### src/rtl/fp_out_stage.sv
// DES output stage: inverse initial permutation of {R16, L16} into a 2-entry FIFO.
// Define FP_BYTE_SERIAL_EN to emit each block as 8 byte beats instead of one 64-bit beat.
module fp_out_stage (
    input  logic        clk,
    input  logic        rst_n,
    input  logic        in_valid,
    output logic        in_ready,
    input  logic [1:32] left_in,
    input  logic [1:32] right_in,
    output logic        out_valid,
    input  logic        out_ready,
`ifdef FP_BYTE_SERIAL_EN
    output logic [1:8]  data_out,
`else
    output logic [1:64] data_out,
`endif
    output logic        out_last
);

    localparam int unsigned BLK_W = 64;
`ifdef FP_BYTE_SERIAL_EN
    localparam int unsigned OUT_W = 8;
`else
    localparam int unsigned OUT_W = 64;
`endif

    // Output bit i (1-based, MSB first) takes preoutput bit FP_TAB[i-1].
    localparam int unsigned FP_TAB [BLK_W] = '{
        40, 8, 48, 16, 56, 24, 64, 32,
        39, 7, 47, 15, 55, 23, 63, 31,
        38, 6, 46, 14, 54, 22, 62, 30,
        37, 5, 45, 13, 53, 21, 61, 29,
        36, 4, 44, 12, 52, 20, 60, 28,
        35, 3, 43, 11, 51, 19, 59, 27,
        34, 2, 42, 10, 50, 18, 58, 26,
        33, 1, 41,  9, 49, 17, 57, 25
    };

    logic [1:BLK_W]   preout_c;
    logic [BLK_W-1:0] perm_c;

    assign preout_c = {right_in, left_in};

    for (genvar i = 0; i < BLK_W; i++) begin : g_fp
        assign perm_c[BLK_W-1-i] = preout_c[FP_TAB[i]];
    end

    logic [BLK_W-1:0] mem_q [2];
    logic [BLK_W-1:0] mem_n [2];
    logic             wr_ptr_q, wr_ptr_n;
    logic             rd_ptr_q, rd_ptr_n;
    logic [1:0]       count_q, count_n;
    logic             in_ready_n;
    logic             out_valid_n;
    logic             out_last_n;
    logic [OUT_W-1:0] data_n;
    logic [BLK_W-1:0] head_c;
    logic             push_c;
    logic             take_c;
    logic             pop_c;
`ifdef FP_BYTE_SERIAL_EN
    logic [2:0]       beat_q, beat_n;
    logic [BLK_W-1:0] head_sh_c;
`endif

    assign push_c = in_valid && in_ready;
    assign take_c = out_valid && out_ready;
`ifdef FP_BYTE_SERIAL_EN
    assign pop_c  = take_c && (beat_q == 3'd7);
`else
    assign pop_c  = take_c;
`endif

    // Next FIFO state, then the registered output view of its head.
    always_comb begin
        mem_n    = mem_q;
        wr_ptr_n = wr_ptr_q;
        rd_ptr_n = rd_ptr_q;
        count_n  = count_q;
`ifdef FP_BYTE_SERIAL_EN
        beat_n   = beat_q;
        if (take_c) begin
            beat_n = beat_q + 3'd1;
        end
`endif
        if (push_c) begin
            mem_n[wr_ptr_q] = perm_c;
            wr_ptr_n        = ~wr_ptr_q;
        end
        if (pop_c) begin
            rd_ptr_n = ~rd_ptr_q;
        end
        case ({push_c, pop_c})
            2'b10:   count_n = count_q + 2'd1;
            2'b01:   count_n = count_q - 2'd1;
            default: count_n = count_q;
        endcase

        head_c      = mem_n[rd_ptr_n];
        out_valid_n = (count_n != 2'd0);
        in_ready_n  = (count_n < 2'd2);
`ifdef FP_BYTE_SERIAL_EN
        head_sh_c   = head_c << {beat_n, 3'b000};
        data_n      = head_sh_c[BLK_W-1 -: OUT_W];
        out_last_n  = out_valid_n && (beat_n == 3'd7);
`else
        data_n      = head_c;
        out_last_n  = out_valid_n;
`endif
    end

    always_ff @(posedge clk or negedge rst_n) begin
        if (!rst_n) begin
            mem_q[0]  <= '0;
            mem_q[1]  <= '0;
            wr_ptr_q  <= 1'b0;
            rd_ptr_q  <= 1'b0;
            count_q   <= 2'd0;
            in_ready  <= 1'b0;
            out_valid <= 1'b0;
            out_last  <= 1'b0;
            data_out  <= '0;
`ifdef FP_BYTE_SERIAL_EN
            beat_q    <= 3'd0;
`endif
        end else begin
            mem_q     <= mem_n;
            wr_ptr_q  <= wr_ptr_n;
            rd_ptr_q  <= rd_ptr_n;
            count_q   <= count_n;
            in_ready  <= in_ready_n;
            out_valid <= out_valid_n;
            out_last  <= out_last_n;
            data_out  <= data_n;
`ifdef FP_BYTE_SERIAL_EN
            beat_q    <= beat_n;
`endif
        end
    end

endmodule

### config.mk
export PLATFORM = sky130hd
export DESIGN_NAME = fp_out_stage
export DESIGN_NICKNAME = d
export VERILOG_FILES = /design/src/rtl/fp_out_stage.sv
export SDC_FILE = /design/constraint.sdc
export NUM_CORES = 1
export LEC_CHECK = 0
export CAP_MARGIN = 25
export CELL_PAD_IN_SITES_DETAIL_PLACEMENT = 1
export CELL_PAD_IN_SITES_GLOBAL_PLACEMENT = 2
export CORE_UTILIZATION = 34
export DETAILED_ROUTE_END_ITERATION = 8
export PLACE_DENSITY_LB_ADDON = 0.15
export REMOVE_ABC_BUFFERS = 1
export SLEW_MARGIN = 20
export SYNTH_ARGS = -nofsm -noshare
export SYNTH_HDL_FRONTEND = slang
export SYNTH_SLANG_ARGS = --single-unit
### constraint.sdc
create_clock -name clk -period 1.57 [get_ports clk]
set_input_delay 0.2355 -clock clk [delete_from_list [all_inputs] [get_ports clk]]
set_output_delay 0.2355 -clock clk [all_outputs]
set_load 0.005 [all_outputs]
==> results.sh, run 1 <==
export IMPL_status="finished, violations left"
export IMPL_violations="setup timing"
export IMPL_fill_cells=2190
export IMPL_hold_viol_final=0
export IMPL_pin_count=135
export IMPL_regToRegSetupSlack_ns=-0.11
export IMPL_rows=55
export IMPL_grt_usage=0.173
export IMPL_vias=5009
export IMPL_finalClockSkew_ns=0.0102
export IMPL_hp_class="primary input to async pin"
export IMPL_tightest_slew_ns=0.331
export IMPL_fmax_mhz=597
export IMPL_required_ns=1.94
export IMPL_final_nets=743
export IMPL_post_route_cells_drive_above_1_share=0.271
export IMPL_postRouteAntennaNets=0
export IMPL_area_growth_pct=40.3
export IMPL_layout_cells_non_filler=1000
export IMPL_cts_num_sinks=198
export IMPL_grt_pass1_vias=5702
export IMPL_wire_per_inst_microns=21.4
export IMPL_synth_largest_area_cell="dfrtp_1"
export IMPL_power_switching_uw=7590
export IMPL_power_density_nw_per_um2=2230
export IMPL_antenna_found_initial=0
export IMPL_dieArea_sq_um=23900
export IMPL_synth_avg_cell_area_sq_um=15.5
export IMPL_die_height_microns=155
export IMPL_p_clk_frac=0.180
export IMPL_ys_ff_latch=198
export IMPL_seqPwrFrac=0.368
export IMPL_dp_hpwl_microns=12100
export IMPL_rsz0062_at_grt="true"
export IMPL_drc=0
export IMPL_synth_cell_types=24
export IMPL_peakVddDrop_uv=846
export IMPL_cp_start_kind="flip-flop"
export IMPL_grt_pass1_wl_microns=31700
export IMPL_layout_setup_ws_ns=-0.106
export IMPL_gr_total_overflow=0
export IMPL_p_sw_frac=0.306
export IMPL_worst_path_max_fanout=14
export IMPL_postSynthCellCount=510
export IMPL_combPwrFrac=0.452
export IMPL_gp_congestion=0.702
export IMPL_drt_total_wl_microns=21400
export IMPL_vias_per_cell=5.01
export IMPL_min_period_over_period=1.07
export IMPL_slew_viol_final=0
export IMPL_core_sq_um=22800
export IMPL_htree_levels=4
export IMPL_dpl_cell_count=948
export IMPL_grt_max_degree=52
export IMPL_place_worst_setup_slack_ns=-0.463
export IMPL_timing_setup_tns_ns=-6.19
export IMPL_diodes=0
export IMPL_dieWidth_microns=155
export IMPL_cts_tree="yes"
export IMPL_ys_seq_area_frac=0.625
export IMPL_p_leak_uw=0.00475
export IMPL_synth_area_leaders="dfrtp_1 (62%), mux2_2 (12%), o221a_1 (9.1%)"
export IMPL_clk_pin_slew_ns=0.08
export IMPL_holdWs_ns=0.273
export IMPL_synth_top_area_frac=0.625
export IMPL_port_buffers=134
export IMPL_cts_made_buffers=17
export IMPL_setup_viol_count_final=119
export IMPL_relSlewSlack=0.779
export IMPL_period_minus_slack_ns=1.68
export IMPL_syn_cell_area_sq_um=7930
export IMPL_internal_power_uw=17200
export IMPL_maxCapViolations=0
export IMPL_firstDrtPassIters=4
export IMPL_cts_root_buffer="clkbuf_16"
export IMPL_arrival_ns=2.04
export IMPL_start_util=0.348
export IMPL_clk_latency_ns=0.43
export IMPL_end_kind="flip-flop"
export IMPL_path_class="flip-flop to flip-flop"
export IMPL_cts_buffer_depth=2
export IMPL_ys_warn_count=0
export IMPL_drt_iter0_drc=187
[metal layers]
metal,GRT usage,part of all wire
met1,0.216,0.45
met2,0.298,0.51
met3,0.0465,0.038
met4,0.0429,0.0071
met5,0,0
[timing repair]
item / 4_1_cts / 5_1_grt
setup buffers: 4 / 1
gates cloned: 2 / 12
hold buffers: 1 / 0
setup endpoints to repair: 132 / 136
gates resized for setup: 24 / 70
pin swaps: 12 / 21
endpoints found under the hold margin: 26 / 0
[power by group through the flow]
stage,Sequential [uW],Clock [uW],Combinational [uW]
floorplan,8850,0,5290
global placement,9030,0,9430
detailed placement,9170,0,9770
CTS,9090,4600,10200
global route,9460,4800,12100
finish,9120,4460,11200
[registers in the layout (all words and copies together), names as in the netlist]
register / flops
rd_ptr_q: 1
mem_q: 128
data_out: 64
out_last: 1
in_ready: 1
count_q: 2
wr_ptr_q: 1
[Yosys cell counts, drive strengths merged]
cell           n
and2           1
and3           1
buf           29
clkbuf         9
dfrtp        198
dlygate4sd1    2
ha             1
inv            1
mux2         128
mux2i          1
nand2          2
nand2b         1
nand3          1
nor2           2
o221a         64
or3           64
xnor2          4
xor2           1
[cells by family after synthesis]
logic type      count (synthesis)  synth area share
mux                           129             0.185
compound gates                 64            0.0909
xor+xnor                        5           0.00789
simple gates                   72            0.0571
fa+ha+maj                       1           0.00158
buf+inv                        41            0.0331
flops                         198             0.625
[final timing paths]
path	startpoint	to	cells after the start
worst max-delay path	out_last	data_out[50]	6
worst min-delay path	rst_n	data_out[5]	2
worst max register to register	out_last	data_out[50]	6
worst min register to register	mem_q[112]	mem_q[112]	1
max in group asynchronous	rst_n	data_out[41]	3
min in group clk	right_in[6]	mem_q[46]	2
[final cells by class]
type                    count  area, sq um  share of cell area
clock buffers              20          447              0.0402
clock inverters            12          146              0.0132
inverters                   1         3.75            0.000337
multi-input cells         271         2940               0.264
flip-flops and latches    198         4950               0.445
well taps                 313          392              0.0352
repair buffers            185         2240               0.202
[critical path, stage by stage, from the launching register on]
cell and delay, ns:
dfrtp_1 0.38, and2_4 0.18, xor2_4 0.20, mux2i_4 0.29, buf_12 0.19, buf_16 0.17
o221a_1 0.19
[through the flow]
| step | total power [uW] | util | cell area (sq um) |
|---|---|---|---|
| after global placement | 18500 | 0.431 | 9820 |
| after detailed placement | 18900 | 0.431 | 9820 |
| after global routing | 26400 | 0.488 | 11100 |
| after floorplan | 14100 | - | 7670 |
| final | 24800 | 0.488 | 11100 |
| after CTS | 23900 | 0.465 | 10600 |
[cell usage in the layout, fill, tap and decap left out, types with 2 or more instances in the layout]
cell / Yosys / routed
clkdlybuf4s50_1: 0 / 110
buf_16: 0 / 5
inv_8: 0 / 2
clkinv_4: 0 / 4
clkbuf_1: 9 / 2
dlymetal6s2s_1: 0 / 14
buf_12: 0 / 15
o221a_1: 64 / 64
dfrtp_1: 198 / 198
clkbuf_8: 0 / 2
buf_4: 3 / 17
mux2_2: 81 / 44
clkbuf_16: 0 / 28
mux2_4: 0 / 52
clkinvlp_4: 0 / 2
xnor2_1: 4 / 3
buf_6: 9 / 2
mux2_1: 47 / 32
clkdlybuf4s15_1: 0 / 2
or3_1: 64 / 64
dlygate4sd2_1: 0 / 7
bufinv_16: 0 / 2
No activity file was read; power rests on OpenSTA's default activity.
==> inputs of run 2 (changes only) <==
--- a/config.mk
+++ b/config.mk
@@ -8,6 +8,7 @@
 export CAP_MARGIN = 25
 export CELL_PAD_IN_SITES_DETAIL_PLACEMENT = 1
 export CELL_PAD_IN_SITES_GLOBAL_PLACEMENT = 2
+export CORE_MARGIN = 10
 export CORE_UTILIZATION = 34
 export DETAILED_ROUTE_END_ITERATION = 8
 export PLACE_DENSITY_LB_ADDON = 0.15
==> run 2 against run 1 <==
Against the previous run:
- critical path depth unchanged
- the flow still finishes with violations (setup timing)
- flip-flop and latch count is the same
- critical endpoint is now data_out[57]
- sequential share of layout area rose by 1.8 points
- power shrank 4.8%
==> results.sh, run 2 (synthesis gave the netlist of run 1 again) <==
export IMPL_pin_count=135
export IMPL_setup_viol_count_final=63
export IMPL_dpl_cell_count=951
export IMPL_status="finished, violations left"
export IMPL_arrival_ns=2.08
export IMPL_dp_hpwl_microns=13700
export IMPL_required_ns=1.93
export IMPL_slew_viol_final=0
export IMPL_timing_setup_tns_ns=-5.67
export IMPL_seq_area_sq_um=4950
export IMPL_layout_cells_non_filler=991
export IMPL_htree_levels=4
export IMPL_antenna_found_initial=4
export IMPL_min_period_over_period=1.10
export IMPL_hp_class="primary input to async pin"
export IMPL_violations="setup timing"
export IMPL_diodes=0
export IMPL_gp_congestion=0.707
export IMPL_path_class="flip-flop to flip-flop"
export IMPL_gr_total_overflow=0
export IMPL_relSlewSlack=0.771
export IMPL_post_route_cells_drive_above_1_share=0.240
export IMPL_end_kind="flip-flop"
export IMPL_final_nets=734
export IMPL_drc=0
export IMPL_path_cells="and2_4 > xor2_4 > mux2i_4 > buf_12 > buf_12 > o221a_1"
export IMPL_final_util=0.469
export IMPL_dieArea_sq_um=29800
export IMPL_clk_pin_slew_ns=0.07
export IMPL_maxCapViolations=0
export IMPL_power_density_nw_per_um2=2210
export IMPL_area_growth_pct=34.7
export IMPL_clk_latency_ns=0.43
export IMPL_cts_num_sinks=198
export IMPL_peakVddDrop_uv=818
export IMPL_worst_path_max_fanout=9
export IMPL_final_cell_mix="dfrtp_1 (198), clkdlybuf4s50_1 (99), mux2_2 (81), or3_1 (64), o221a_1 (64)"
export IMPL_fmax_mhz=581
export IMPL_wire_per_inst_microns=21.4
export IMPL_grt_pass1_wl_microns=32300
export IMPL_vias_per_cell=5.01
export IMPL_drt_total_wl_microns=21200
export IMPL_finalClockSkew_ns=0.00948
export IMPL_largest_reg_flops=128
export IMPL_grt_pass1_vias=5711
export IMPL_timing_critical_path_mode_cell="buf_12"
export IMPL_cts_made_buffers=17
export IMPL_top_register="mem_q"
export IMPL_postRouteAntennaNets=0
export IMPL_max_stage_delay_ns=0.38
export IMPL_cts_buffer_depth=2
export IMPL_total_power_uw=23600
export IMPL_rsz0062_at_grt="true"
export IMPL_fill_cells=2228
export IMPL_crit_slowest_cell="dfrtp_1"
export IMPL_period_minus_slack_ns=1.72
export IMPL_start_util=0.348
export IMPL_core_sq_um=22800
export IMPL_cp_start_kind="flip-flop"
export IMPL_final_common_cell="dfrtp_1"
export IMPL_layout_setup_ws_ns=-0.151
export IMPL_hold_viol_final=0
export IMPL_p_leak_uw=0.00454
export IMPL_rows=55
export IMPL_cts_tree="yes"
export IMPL_grt_usage=0.136
export IMPL_cts_root_buffer="clkbuf_16"
export IMPL_multi_input_area_sq_um=2750
export IMPL_tightest_slew_ns=0.343
export IMPL_drt_iter0_drc=228
export IMPL_largestRegisters="mem_q (128), data_out (64), count_q (2)"
export IMPL_grt_max_degree=60
export IMPL_firstDrtPassIters=4
export IMPL_dieWidth_microns=173
export IMPL_vias=4960
export IMPL_die_height_microns=173
export IMPL_port_buffers=134
[run 2: cell count changes in the layout (fill, tap and decap cells not counted), sizes merged, moves of 2 or more]
cell,delta
dlymetal6s2s,+7
dlygate4sd2,+4
clkdlybuf4s50,-11
clkbuf,-6
inv,-2
[run 2: final timing paths]
path                       slack [ns]            to  depth (start not counted)   startpoint
max                             -0.15  data_out[57]                          6     out_last
min                              0.28  data_out[13]                          2        rst_n
max reg2reg                     -0.15  data_out[57]                          6     out_last
min reg2reg                      0.48    mem_q[119]                          1   mem_q[119]
max in group asynchronous        0.64  data_out[25]                          3        rst_n
min in group clk                 0.46     mem_q[54]                          2  right_in[7]
[run 2: what timing repair did]
action,in CTS,in global routing
buffers inserted,0,3
resized for setup,14,35
hold endpoints to repair,32,0
hold buffers,1,0
pin swaps,2,36
gates cloned,0,5
setup endpoints to repair,77,88
[run 2: metrics by stage]
| step | instance area (sq um) | hold WS, ns | worst slack, ns |
|---|---|---|---|
| after floorplan | 7670 | -0.0601 | -3.16 |
| after global placement | 9880 | 0.166 | -0.385 |
| after detailed placement | 9880 | 0.175 | -0.422 |
| after CTS | 10500 | 0.272 | -0.123 |
| after global routing | 10700 | 0.294 | -0.204 |
| final | 10700 | 0.279 | -0.151 |
[run 2: worst max-delay path: cells and delay by family, from the launching register on]
| family | cells | cell delay, ns |
|---|---|---|
| xor gates and xnor gates | 1 | 0.20 |
| AOI/OAI and AO/OA | 1 | 0.20 |
| and+or+nand+nor | 1 | 0.16 |
| DFF | 1 | 0.38 |
| buffers and inverters | 2 | 0.35 |
| muxes | 1 | 0.34 |
[run 2: area by class of cell]
class                           instances  share of cell area
Sequential cell                       198               0.464
Timing Repair Buffer                  176               0.189
Clock inverter                         10             0.00913
Inverter                                1            0.000351
Multi-Input combinational cell        271               0.257
Clock buffer                           22              0.0444
Tap cell                              313              0.0367
[run 2: layer usage]
layer  part of all wire  GRT usage  routed length [microns]
met1               0.45      0.163                     9610
met2               0.48      0.225                    10200
met3              0.052     0.0503                     1100
met4             0.0093     0.0388                      198
met5             0.0030          0                       63
[run 2: power breakdown]
part	switching [uW]	internal [uW]
Clock	1970	2330
Combinational	4160	6120
Sequential	1210	7830
Total	7340	16300
